==> config.mk <==
export PLATFORM = sky130hd
export DESIGN_NAME = move_cmd_arbiter
export DESIGN_NICKNAME = d
export VERILOG_FILES = /design/src/rtl/move_cmd_arbiter.sv
export SDC_FILE = /design/constraint.sdc
export NUM_CORES = 1
export LEC_CHECK = 0
export CORE_MARGIN = 2
export CORE_UTILIZATION = 57
export CTS_BUF_LIST = sky130_fd_sc_hd__clkbuf_8 sky130_fd_sc_hd__clkbuf_16
export DETAILED_ROUTE_END_ITERATION = 12
export PLACE_DENSITY = 0.79
export REMOVE_ABC_BUFFERS = 1
export SYNTH_ARGS = -nofsm -noshare
export SYNTH_HDL_FRONTEND = slang
export SYNTH_SLANG_ARGS = --single-unit
==> constraint.sdc <==
create_clock -name clk -period 4.4 [get_ports clk]
set_input_delay 0.66 -clock clk [delete_from_list [all_inputs] [get_ports clk]]
set_output_delay 0.66 -clock clk [all_outputs]
set_load 0.1 [all_outputs]
==> src/rtl/move_cmd_arbiter.sv <==
// Move command arbiter: merges button pulses, UART command bytes and the turn
// timeout into paced single-cycle move pulses for the connect-4 game FSM, and
// owns the per-turn seconds countdown.
module move_cmd_arbiter #(
  parameter int unsigned TICKS_PER_SEC = 25000000,
  parameter int unsigned TURN_SECONDS  = 10,
  parameter int unsigned FIFO_DEPTH    = 4,
  parameter int unsigned GAP_CYCLES    = 2
) (
  input  logic       clk,
  input  logic       reset,
  input  logic       btn_left,
  input  logic       btn_right,
  input  logic       btn_drop,
  input  logic [7:0] uart_data,
  input  logic       uart_valid,
  input  logic       turn_active,
  input  logic       player_turn,
  output logic       move_left,
  output logic       move_right,
  output logic       move_made,
  output logic [3:0] seconds_left,
  output logic       timeout_flag,
  output logic       cmd_dropped
);

  localparam int unsigned PTR_W  = $clog2(FIFO_DEPTH);
  localparam int unsigned CNT_W  = PTR_W + 1;
  localparam int unsigned TICK_W = (TICKS_PER_SEC > 1) ? $clog2(TICKS_PER_SEC) : 1;
  localparam int unsigned GAP_W  = (GAP_CYCLES > 1) ? $clog2(GAP_CYCLES) : 1;

  localparam logic [1:0] CMD_NONE  = 2'd0;
  localparam logic [1:0] CMD_LEFT  = 2'd1;
  localparam logic [1:0] CMD_RIGHT = 2'd2;
  localparam logic [1:0] CMD_DROP  = 2'd3;

  localparam logic [1:0] S_IDLE  = 2'd0;
  localparam logic [1:0] S_ISSUE = 2'd1;
  localparam logic [1:0] S_GAP   = 2'd2;

  // Registered state
  logic [1:0]        state;
  logic [GAP_W-1:0]  gap_cnt;
  logic [1:0]        fifo_mem [FIFO_DEPTH];
  logic [PTR_W-1:0]  rd_ptr, wr_ptr;
  logic [CNT_W-1:0]  count;
  logic [TICK_W-1:0] tick_cnt;
  logic [3:0]        secs_q;
  logic              move_left_q, move_right_q, move_made_q;
  logic              timeout_q, dropped_q;
  logic              turn_active_q, player_turn_q;

  // Next-state / control
  logic [1:0]        uart_cmd;
  logic [2:0]        n_req;
  logic              any_req, multi_req;
  logic [1:0]        win_cmd;
  logic              fifo_empty, fifo_full, gap_done;
  logic              pop, push, flush_to;
  logic              fifo_we;
  logic [PTR_W-1:0]  fifo_waddr;
  logic [1:0]        fifo_wdata;
  logic [1:0]        head_cmd;
  logic [1:0]        state_d;
  logic [GAP_W-1:0]  gap_d;
  logic              move_left_d, move_right_d, move_made_d;
  logic              dropped_d;
  logic              reload;
  logic [3:0]        secs_d;
  logic [TICK_W-1:0] tick_d;
  logic              timeout_d;

  // UART byte decode; unknown bytes are not requests at all
  always_comb begin
    uart_cmd = CMD_NONE;
    if (uart_valid) begin
      case (uart_data)
        8'h01:   uart_cmd = CMD_RIGHT;
        8'h02:   uart_cmd = CMD_LEFT;
        8'h03:   uart_cmd = CMD_DROP;
        default: uart_cmd = CMD_NONE;
      endcase
    end
  end

  // Request arbitration, FIFO control and drop reporting
  always_comb begin
    n_req = 3'(timeout_q) + 3'(btn_drop) + 3'(btn_left) + 3'(btn_right)
          + 3'(uart_cmd != CMD_NONE);
    any_req   = (n_req != 3'd0);
    multi_req = (n_req > 3'd1);

    win_cmd = uart_cmd;
    if (timeout_q || btn_drop) win_cmd = CMD_DROP;
    else if (btn_left)         win_cmd = CMD_LEFT;
    else if (btn_right)        win_cmd = CMD_RIGHT;

    fifo_empty = (count == '0);
    fifo_full  = (count == CNT_W'(FIFO_DEPTH));
    gap_done   = (state == S_GAP) && (gap_cnt == GAP_W'(GAP_CYCLES - 1));
    head_cmd   = fifo_mem[rd_ptr];

    // A timeout replaces the whole queue with one DROP, so nothing pops that cycle
    flush_to = turn_active && timeout_q;
    pop      = turn_active && !timeout_q && !fifo_empty && ((state == S_IDLE) || gap_done);
    push     = turn_active && !timeout_q && any_req && (!fifo_full || pop);

    fifo_we    = push || flush_to;
    fifo_waddr = flush_to ? '0 : wr_ptr;
    fifo_wdata = flush_to ? CMD_DROP : win_cmd;

    if (turn_active) dropped_d = multi_req || (any_req && !timeout_q && !push);
    else             dropped_d = any_req;
  end

  // Issue FSM next state; the final gap cycle doubles as the pop decision
  always_comb begin
    state_d      = state;
    gap_d        = gap_cnt;
    move_left_d  = 1'b0;
    move_right_d = 1'b0;
    move_made_d  = 1'b0;
    case (state)
      S_IDLE: begin
        if (pop) state_d = S_ISSUE;
      end
      S_ISSUE: begin
        state_d = S_GAP;
        gap_d   = '0;
      end
      S_GAP: begin
        if (gap_done) state_d = pop ? S_ISSUE : S_IDLE;
        else          gap_d   = gap_cnt + GAP_W'(1);
      end
      default: state_d = S_IDLE;
    endcase
    if (pop) begin
      move_left_d  = (head_cmd == CMD_LEFT);
      move_right_d = (head_cmd == CMD_RIGHT);
      move_made_d  = (head_cmd == CMD_DROP);
    end
    if (!turn_active) state_d = S_IDLE;
  end

  // Turn countdown: reload wins over decrement, timeout fires on reaching zero
  always_comb begin
    reload    = move_made_q || (player_turn != player_turn_q) || (turn_active && !turn_active_q);
    secs_d    = secs_q;
    tick_d    = tick_cnt;
    timeout_d = 1'b0;
    if (reload) begin
      secs_d = 4'(TURN_SECONDS);
      tick_d = '0;
    end else if (turn_active && (secs_q != 4'd0)) begin
      if (tick_cnt == TICK_W'(TICKS_PER_SEC - 1)) begin
        tick_d    = '0;
        secs_d    = secs_q - 4'd1;
        timeout_d = (secs_q == 4'd1);
      end else begin
        tick_d = tick_cnt + TICK_W'(1);
      end
    end
  end

  // Control and output registers
  always_ff @(posedge clk) begin
    if (reset) begin
      state         <= S_IDLE;
      gap_cnt       <= '0;
      move_left_q   <= 1'b0;
      move_right_q  <= 1'b0;
      move_made_q   <= 1'b0;
      timeout_q     <= 1'b0;
      dropped_q     <= 1'b0;
      secs_q        <= 4'(TURN_SECONDS);
      tick_cnt      <= '0;
      turn_active_q <= 1'b0;
      player_turn_q <= 1'b0;
    end else begin
      state         <= state_d;
      gap_cnt       <= gap_d;
      move_left_q   <= move_left_d;
      move_right_q  <= move_right_d;
      move_made_q   <= move_made_d;
      timeout_q     <= timeout_d;
      dropped_q     <= dropped_d;
      secs_q        <= secs_d;
      tick_cnt      <= tick_d;
      turn_active_q <= turn_active;
      player_turn_q <= player_turn;
    end
  end

  // FIFO pointers; inactive turn or timeout discards queued entries
  always_ff @(posedge clk) begin
    if (reset || !turn_active) begin
      rd_ptr <= '0;
      wr_ptr <= '0;
      count  <= '0;
    end else if (flush_to) begin
      rd_ptr <= '0;
      wr_ptr <= PTR_W'(1);
      count  <= CNT_W'(1);
    end else begin
      if (push) wr_ptr <= wr_ptr + PTR_W'(1);
      if (pop)  rd_ptr <= rd_ptr + PTR_W'(1);
      count <= count + CNT_W'(push) - CNT_W'(pop);
    end
  end

  // FIFO storage
  always_ff @(posedge clk) begin
    if (fifo_we) fifo_mem[fifo_waddr] <= fifo_wdata;
  end

  // Reset cuts any pulse already on the outputs in the reset cycle itself
  assign move_left    = move_left_q  & ~reset;
  assign move_right   = move_right_q & ~reset;
  assign move_made    = move_made_q  & ~reset;
  assign timeout_flag = timeout_q    & ~reset;
  assign cmd_dropped  = dropped_q    & ~reset;
  assign seconds_left = reset ? 4'(TURN_SECONDS) : secs_q;

endmodule
## Yosys cells after proc, flatten, opt, wreduce, memory -nomap -nowiden

Memory sizes are Yosys's and may differ from the RTL's. A register that Yosys moved wholly into a read port is not among the register bits.
Index checks and enable logic that the tools add are counted.

| word-level totals | value |
|---|---|
| memory bits (writable) | 8 |
| bits in registers | 46 |
| memories kept | 1 |
| input port bits | 16 |

Memories:

| memory | depth | width | rd ports | clocked after Yosys merged registers in | write ports | line | text |
|---|---|---|---|---|---|---|---|
| fifo_mem | 4 | 2 | 1 | 1 | 1 | 44 | `logic [1:0] fifo_mem [FIFO_DEPTH];` |

| cells by class | value |
|---|---|
| add/sub/neg operators | 11 |
| muxes and demuxes | 23 |
| order comparisons | 1 |
| eq/ne operators | 15 |
| reduce and logical (&&, ||, !) cells | 40 |
| bitwise logic cells | 10 |

Operators by type and width:

| cell | number |
|---|---|
| adder 25 x 1 -> 25 bit, second input constant | 1 |
| == test 25 bit, second input constant | 1 |
| two-way mux 25 bit | 1 |
| two-way mux 2 bit | 10 |
| == test 8 x 2 -> 1 bit, second input constant | 2 |
| case mux 2 bit (3 select lines) | 2 |
| logical AND 1 bit | 11 |
| adder 3 x 1 -> 3 bit | 3 |
| == test 8 x 1 -> 1 bit, second input constant | 1 |
| logical OR 1 bit | 8 |
| two-way mux 1 bit | 8 |
| OR reduction 2 bit | 4 |
| == test 2 bit, second input constant | 3 |
| logical NOT 1 bit | 6 |
| != test 2 bit, second input constant | 3 |
| AND reduction 2 bit | 3 |
| nonzero test 2 bit | 3 |
| AND 1 bit | 5 |
| NOT 1 bit | 5 |
| adder 2 x 1 -> 2 bit, second input constant | 2 |
| == test 2 x 1 -> 1 bit, second input constant | 2 |
| == test 4 x 1 -> 1 bit, second input constant | 1 |
| two-way mux 4 bit | 1 |
| nonzero test 4 bit | 1 |
| other kinds (13) | 13 |

## Longest topological paths before layout

Gate-level depths: netlist of run 1.

| logic depth | value |
|---|---|
| depth in word-level cells | 12 |
| mapped depth | 15 |

## Worst setup path before layout of run 1

Ideal clock, no wire load.

| timing | value |
|---|---|
| kind | input to register |
| from | input port btn_left |
| to | register count[2] |
| library setup time | 0.117 ns |
| path buffers | 0 |
| slack | 0.805 ns |
| arrival | 3.478 ns |
| stages on the path | 15 |
| data required time | 4.283 ns |
| cell sequence | inv_1 fa_1 inv_1 fa_1 inv_1 ha_1 nor3_1 nor2_1 nand2_1 o21ai_0 ha_1 fa_1 xnor2_1 xnor2_1 nor2_1 |

| between the ends | value |
|---|---|
| longest elaborated chain between the ends | 8 |

RTL lines:

| item | line | text |
|---|---|---|
| from (decl) | 12 | `input logic btn_left,` |
| adder 2 x 1 -> 3 bit | 88 | `n_req = 3'(timeout_q) + 3'(btn_drop) + 3'(btn_left) + 3'(btn_right)` |
| adder 3 x 1 -> 3 bit | 88 |  |
| adder 3 x 1 -> 3 bit | 89 | `+ 3'(uart_cmd != CMD_NONE);` |
| nonzero test 3 bit | 90 | `any_req = (n_req != 3'd0);` |
| logical AND 1 bit (2 in a row) | 106 | `push = turn_active && !timeout_q && any_req && (!fifo_full \|\| pop);` |
| adder 3 x 1 -> 3 bit | 207 | `count <= count + CNT_W'(push) - CNT_W'(pop);` |
| subtractor 3 x 1 -> 3 bit | 207 |  |
| to (signal assigned) | 207 |  |
| to (decl) | 46 | `logic [CNT_W-1:0] count;` |

Every way passes these cells.
A chain may end at the register's enable or synchronous reset.

## Worst setup path after layout of run 1

| timing | value |
|---|---|
| from | input port btn_right |
| to | register count[2] |

| between the ends | value |
|---|---|
| longest elaborated chain between the ends | 7 |

RTL lines:

| item | line | text |
|---|---|---|
| from (decl) | 13 | `input logic btn_right,` |
| adder 3 x 1 -> 3 bit | 88 |  |
| adder 3 x 1 -> 3 bit | 89 |  |
| nonzero test 3 bit | 90 |  |
| logical AND 1 bit (2 in a row) | 106 |  |
| adder 3 x 1 -> 3 bit | 207 |  |
| subtractor 3 x 1 -> 3 bit | 207 |  |

Every way passes these cells.

==> out/results.tsv, run 1 <==
stage	metric	value	unit
timing	fmax	253	MHz
timing	min_period	3.95	ns
die	coreArea	4690	µm²
cells_and_area	nFillCells	398	
drt	via_count	2165	
critical_path	worst-path-stages	16	
yosys	syn_avg_cell_area	9.14	µm²
drt	drc	0	
cells_and_area	layout-drive-gt1-share	9.54	%
pwr	pwr-share-comb	8.6	%
clock_tree	ctsLongestPathBuffers	2	
pwr	share_seq_of_total_power	56.9	%
grt	grtUsageTotal	21.3	%
clock_tree	clk_pin_slew	0.10	ns
timing	setup_tns	0	ns
pwr	internal_power	711	µW
worst_hold_path	whs_path_depth	2	
cells_and_area	antenna_cells	0	
yosys	syn-cell-area	2750	µm²
die	ios	25	
timing	setup_viol	0	
yosys	synthFlopType	dfxtp_1	
placed_design	place.gp.congestion	0.892	
pwr	power_density	301	nW/µm²
drt	drt_iter0_markers	105	
die	fp.dieW	73.5	µm
critical_path	crit_chain	clkdlybuf4s50_1 -> inv_1 -> fa_1 -> inv_1 -> fa_1 -> inv_1 -> ha_1 -> nor3_1 -> nor2_1 -> nand2_1 -> o21ai_0 -> ha_1 -> fa_1 -> xnor2_1 -> xnor2_1 -> nor2_1	
timing	hold_viol	0	
drt	wl_met1	2260	µm
clock_tree	ctsHoldBuffers	0	
yosys	yosysSeqAreaShare	43.6	%
clock_tree	cts_setup_buffers	0	
drt	wl_per_cell	13.8	µm
pwr	p_leak	0.00112	µW
clock_tree	cts.repair.resized	0	
grt	grt_max_degree	19	
die	initial_utilization	58.7	%
timing	tightest_slew	0.693	ns
die	die_area	5400	µm²
yosys	ys_warn_count	0	
clock_tree	clk_latency	0.31	ns
placed_design	dpl_cell_area	2990	µm²
pwr	p_sw_share	23.9	%
pwr	switchingPower	223	µW
yosys	synth_top_area_share	34.9	%
die	die_y	73.5	µm
cells_and_area	final_core_utilization	66.1	%
grt	grt_pass1_vias	2053	
critical_path	crit_path_top_delay_cell	clkdlybuf4s50_1	
cells_and_area	postLayoutCellArea	3100	µm²
yosys	ys_top_cells_by_count	48 x dfxtp_1, 45 x nor2_1, 22 x nand2_1, 15 x xnor2_1, 14 x nand3_1	
run	drv_cap	0	
timing	skew	0.00725	ns
drt	dr.pass1.iters	4	
cells_and_area	areaGrowthSynthToFinish	12.6	%
yosys	yosys.area.top_type	dfxtp_1	
outcome	status	completed	
die	rows	25	
placed_design	placed_cells	371	
critical_path	arrival	4.17	ns
critical_path	worst_setup_path_end_kind	register	
drt	top_layer	met4	
critical_path	cp_max_fo	5	
critical_path	r2r_cells	15	
yosys	synth-edff-count	8	
yosys	netlist_instances	301	
pwr	vdd_drop_max	0.000224	V
timing	slew_headroom	53.2	%
drt	viasPerCell	5.71	
critical_path	crit_type	in2reg	
critical_path	required	4.62	ns
critical_path	slowest_delay	0.51	ns
drt	wl_met2	2650	µm
critical_path	cp_top_family	adder cells	
clock_tree	cts-buffers-inserted	5	
pwr	total_power	934	µW
yosys	ys_types	46	
yosys	async_flop_share	0	%
pwr	p_clk_share	34.5	%
timing	rsz0062_at_grt	false	
yosys	ys_ff_latch	56	
drt	ant_nets	0	
drt	wl_met3	247	µm
timing	slew_violations	0	
grt	overflow	0	
clock_tree	clockRootBuffer	clkbuf_8	
placed_design	port_buffers	24	
clock_tree	cts_tree	built	
timing	period_share	89.9	%
yosys	synth_area_leaders	dfxtp_1 35%, edfxtp_1 8.7%, nor2_1 6.1%	
grt	antenna_found_initial	0	
critical_path	path_buf_inv	4	
critical_path	startpoint_type	input port	
placed_design	dp_hpwl	3790	µm
cells_and_area	nets	350	
cells_and_area	finalNonFillerCells	379	
drt	drt-total-wl	5220	µm
grt	grt_first_pass_wirelength	8860	µm
clock_tree	htreeDepth	2	
clock_tree	cts_sinks	56	
yosys	synth_most_common_cell	dfxtp_1	
worst_hold_path	min_path_type	reg2reg	
[flip-flops by register name (all words and copies together), names as in the netlist, named ones only]
| signal | flops |
|---|---|
| wr_ptr | 2 |
| turn_active_q | 1 |
| player_turn_q | 1 |
| move_left_q | 1 |
| dropped_q | 1 |
| move_made_q | 1 |
| state | 2 |
| tick_cnt | 25 |
| count | 3 |
| timeout_q | 1 |
| gap_cnt | 1 |
| fifo_mem | 8 |
| secs_q | 4 |
| rd_ptr | 2 |
| move_right_q | 1 |
[cells by family after synthesis]
group	count (synthesis)	synth area share, %
and+or+nand+nor	151	29.0
DFF	56	43.6
AOI/OAI and AO/OA	30	6.86
xor gates and xnor gates	26	8.27
buffers and inverters	23	4.09
adders and majority gates	10	5.36
muxes	5	2.73
[tightest hold or removal path, cell delays in order, from the launching register on]
cell and delay (ns):
dfxtp_1 0.33, nand2_1 0.06, a21oi_1 0.06
[through the flow]
step	hold WS, ns	worst slack, ns
3_3_place_gp	0.462	0.235
3_5_place_dp	0.480	0.108
5_1_grt	0.524	0.205
2_1_floorplan	0.449	0.805
6_report	0.487	0.446
4_1_cts	0.494	0.455
[routing by layer]
metal  GRT usage (%)  up-vias
met2            36.1       56
li1                -     1089
met5               0        -
met1            25.1     1014
met3            6.45        6
met4            8.28        0
[cell type report]
cell class	count	area, µm²	area share [%]
clock buffer	6	93.8	3.03
clock inverter	2	17.5	0.565
inverter	13	48.8	1.57
multi-input combinational	222	1440	46.4
sequential	56	1200	38.7
tap	54	67.6	2.18
timing repair buffer	26	233	7.51
[final timing paths]
path	startpoint	endpoint	slack (ns)
setup reg to reg	timeout_q	count[2]	0.73
hold reg to reg	tick_cnt[1]	tick_cnt[1]	0.49
hold / removal	tick_cnt[1]	tick_cnt[1]	0.49
setup / recovery	btn_right	count[2]	0.45
[power groups by stage]
stage / logic [µW] / clock network (µW) / registers (µW)
global placement: 79.4 / 0 / 543
floorplan: 50.2 / 0 / 542
global route: 91.7 / 349 / 533
CTS: 81.3 / 328 / 532
finish: 80.5 / 322 / 532
detailed placement: 81.1 / 0 / 544
[layout by cell type, fill, tap and decap left out, types with 10 or more instances in the layout]
| cell | netlist | routed |
|---|---|---|
| a21oi_1 | 10 | 10 |
| and3_1 | 12 | 12 |
| buf_4 | 0 | 11 |
| clkdlybuf4s50_1 | 0 | 15 |
| dfxtp_1 | 48 | 48 |
| inv_1 | 13 | 13 |
| nand2_1 | 22 | 22 |
| nand3_1 | 14 | 14 |
| nor2_1 | 45 | 45 |
| nor3_1 | 11 | 11 |
| xnor2_1 | 15 | 15 |
| xor2_1 | 11 | 11 |
(Power assumes the default switching activity.)
==> inputs of run 2 (changes only) <==
--- a/config.mk
+++ b/config.mk
@@ -5,12 +5,14 @@
 export SDC_FILE = /design/constraint.sdc
 export NUM_CORES = 1
 export LEC_CHECK = 0
+export CAP_MARGIN = 40
 export CORE_MARGIN = 2
 export CORE_UTILIZATION = 57
 export CTS_BUF_LIST = sky130_fd_sc_hd__clkbuf_8 sky130_fd_sc_hd__clkbuf_16
 export DETAILED_ROUTE_END_ITERATION = 12
 export PLACE_DENSITY = 0.79
 export REMOVE_ABC_BUFFERS = 1
+export SLEW_MARGIN = 20
 export SYNTH_ARGS = -nofsm -noshare
 export SYNTH_HDL_FRONTEND = slang
 export SYNTH_SLANG_ARGS = --single-unit
==> results of run 2 <==
Same layout as run 1: the final DEF is identical, and so are final timing and power.
==> inputs of run 3 (changes only) <==
--- a/config.mk
+++ b/config.mk
@@ -10,8 +10,8 @@
 export CORE_UTILIZATION = 57
 export CTS_BUF_LIST = sky130_fd_sc_hd__clkbuf_8 sky130_fd_sc_hd__clkbuf_16
 export DETAILED_ROUTE_END_ITERATION = 12
+export HOLD_SLACK_MARGIN = 0.02
 export PLACE_DENSITY = 0.79
-export REMOVE_ABC_BUFFERS = 1
 export SLEW_MARGIN = 20
 export SYNTH_ARGS = -nofsm -noshare
 export SYNTH_HDL_FRONTEND = slang
==> out/results.tsv, run 3 (synthesis results as in run 1) <==
stage	metric	value	unit	change
outcome	status	completed		
timing	holdWs	0.484	ns	-0.00319 ns
drt	drc	0		unchanged
run	drv_cap	0		unchanged
cells_and_area	layout-drive-gt1-share	9.26	%	-0.28 points
die	initial_utilization	58.7	%	unchanged
die	coreArea	4690	µm²	unchanged
cells_and_area	largest_reg_flops	25		unchanged
pwr	p_clk_share	37.1	%	+2.6 points
drt	via_count	2172		+0.32%
clock_tree	htreeDepth	2		unchanged
cells_and_area	reg.largest.list	tick_cnt x25, fifo_mem x8, secs_q x4		
clock_tree	ctsHoldBuffers	0		unchanged
pwr	p_leak	0.00113	µW	+0.53%
drt	viasPerCell	5.75		+0.59%
pwr	total_power	976	µW	+4.5%
timing	min_period	4.06	ns	+0.110 ns
timing	rsz0062_at_grt	false		
clock_tree	cts_sinks	56		unchanged
clock_tree	cts_setup_buffers	0		unchanged
timing	slew_headroom	43.7	%	-9.5 points
cells_and_area	final_cell_mix	48 x dfxtp_1, 45 x nor2_1, 22 x nand2_1		
cells_and_area	max_flop_register	tick_cnt		
die	rows	25		unchanged
cells_and_area	multi_input_area	1440	µm²	unchanged
yosys	syn_nets	327		
timing	setup_viol	0		unchanged
drt	wl_per_cell	14.0	µm	+1.8%
die	die_y	73.5	µm	unchanged
drt	drt-total-wl	5300	µm	+1.6%
timing	setup_tns	0	ns	unchanged
die	fp.dieW	73.5	µm	unchanged
pwr	internal_power	764	µW	+7.4%
critical_path	cp_max_fo	5		unchanged
grt	grt_max_degree	19		unchanged
clock_tree	clk_pin_slew	0.10	ns	about the same
cells_and_area	areaGrowthSynthToFinish	13.1	%	
timing	fmax	246	MHz	-2.7%
critical_path	startpoint_type	input port		
drt	dr.pass1.iters	5		+1
critical_path	arrival	4.27	ns	+0.10 ns
die	ios	25		unchanged
pwr	vdd_drop_max	0.000180	V	-19%
worst_hold_path	min_path_type	reg2reg		
clock_tree	ctsLongestPathBuffers	2		unchanged
drt	drt_iter0_markers	171		+63%
placed_design	place.gp.congestion	0.818		-8.3%
critical_path	crit_type	in2reg		
placed_design	port_buffers	24		unchanged
cells_and_area	regArea	1200	µm²	unchanged
grt	grtUsageTotal	21.1	%	-0.19 points
cells_and_area	antenna_cells	0		unchanged
pwr	p_sw_share	21.8	%	-2.1 points
critical_path	worst_setup_path_end_kind	register		
pwr	power_density	314	nW/µm²	+4.1%
timing	tightest_slew	0.833	ns	+0.141 ns
die	die_area	5400	µm²	unchanged
cells_and_area	layout_commonest_cell	dfxtp_1		
clock_tree	cts_tree	built		
grt	overflow	0		unchanged
grt	grt_pass1_vias	1933		-5.8%
cells_and_area	nets	350		unchanged
timing	period_share	92.4	%	+2.5 points
clock_tree	clk_latency	0.31	ns	about the same
critical_path	required	4.60	ns	-0.02 ns
timing	skew	0.00472	ns	-0.00253 ns
clock_tree	clockRootBuffer	clkbuf_8		
grt	antenna_found_initial	0		unchanged
placed_design	dp_hpwl	3860	µm	+1.9%
pwr	switchingPower	213	µW	-4.7%
cells_and_area	nFillCells	391		-1.8%
critical_path	slowest_delay	0.53	ns	+0.02 ns
drt	ant_nets	0		unchanged
pwr	share_seq_of_total_power	54.5	%	-2.4 points
timing	slew_violations	0		unchanged
clock_tree	cts-buffers-inserted	5		unchanged
critical_path	crit_chain	clkdlybuf4s50_1 -> inv_1 -> fa_1 -> inv_1 -> fa_1 -> inv_1 -> ha_1 -> nor3_1 -> nor2_1 -> nand2_1 -> o21ai_0 -> ha_1 -> fa_1 -> xnor2_1 -> xnor2_1 -> nor2_1		
timing	hold_viol	0		unchanged
grt	grt_first_pass_wirelength	8840	µm	-0.24%
pwr	pwr-share-comb	8.4	%	-0.2 points
clock_tree	cts.repair.resized	0		unchanged
critical_path	crit_path_top_delay_cell	fa_1		
run 3: changes by cell type in the layout (fill, tap and decap cells not counted):
cell       change
clkinv_4       -2
bufinv_16      +1
run 3: worst max-delay path, delay by kind of cell:
family	cells	cell delay, ns
adders and majority gates	5	1.77
and+or+nand+nor	4	0.71
buffers and inverters	4	0.69
xor gates and xnor gates	2	0.33
AOI/OAI and AO/OA	1	0.12
run 3: final timing paths:
check / slack, ns / startpoint / cells after the start / endpoint
worst max-delay path: 0.34 / btn_left / 16 / count[2]
worst min-delay path: 0.48 / tick_cnt[1] / 2 / tick_cnt[1]
worst max register to register: 0.63 / timeout_q / 15 / count[2]
worst min register to register: 0.48 / tick_cnt[1] / 2 / tick_cnt[1]
run 3: area by class of cell:
| cell class | count | area share [%] |
|---|---|---|
| inverter | 13 | 1.57 |
| clock inverter | 1 | 0.965 |
| timing repair buffer | 26 | 7.48 |
| clock buffer | 6 | 3.01 |
| tap | 54 | 2.17 |
| sequential | 56 | 38.6 |
| multi-input combinational | 222 | 46.2 |
run 3: per-layer routing:
metal | wire, µm | GRT usage [%] | part of all wire (%)
met1 | 2570 | 30.3 | 49
met2 | 2350 | 31.6 | 44
met3 | 280 | 4.39 | 5.3
met4 | 102 | 7.07 | 1.9
met5 | 0 | 0 | 0
run 3: stage by stage:
step,util (%),area [µm²],setup WS (ns),std cells
6_report,66.3,3110,0.336,378
3_3_place_gp,63.7,2990,0.233,371
2_1_floorplan,-,2750,0.805,301
3_5_place_dp,63.7,2990,0.0678,371
5_1_grt,66.3,3110,0.127,378
4_1_cts,66.3,3110,0.340,378
run 3: power by group through the flow:
stage / combinational (µW) / clock, µW / sequential, µW
2_1_floorplan: 55.2 / 0 / 542
3_3_place_gp: 79.4 / 0 / 544
3_5_place_dp: 81.7 / 0 / 544
4_1_cts: 82.4 / 367 / 532
5_1_grt: 91.5 / 388 / 533
6_report: 81.8 / 363 / 532
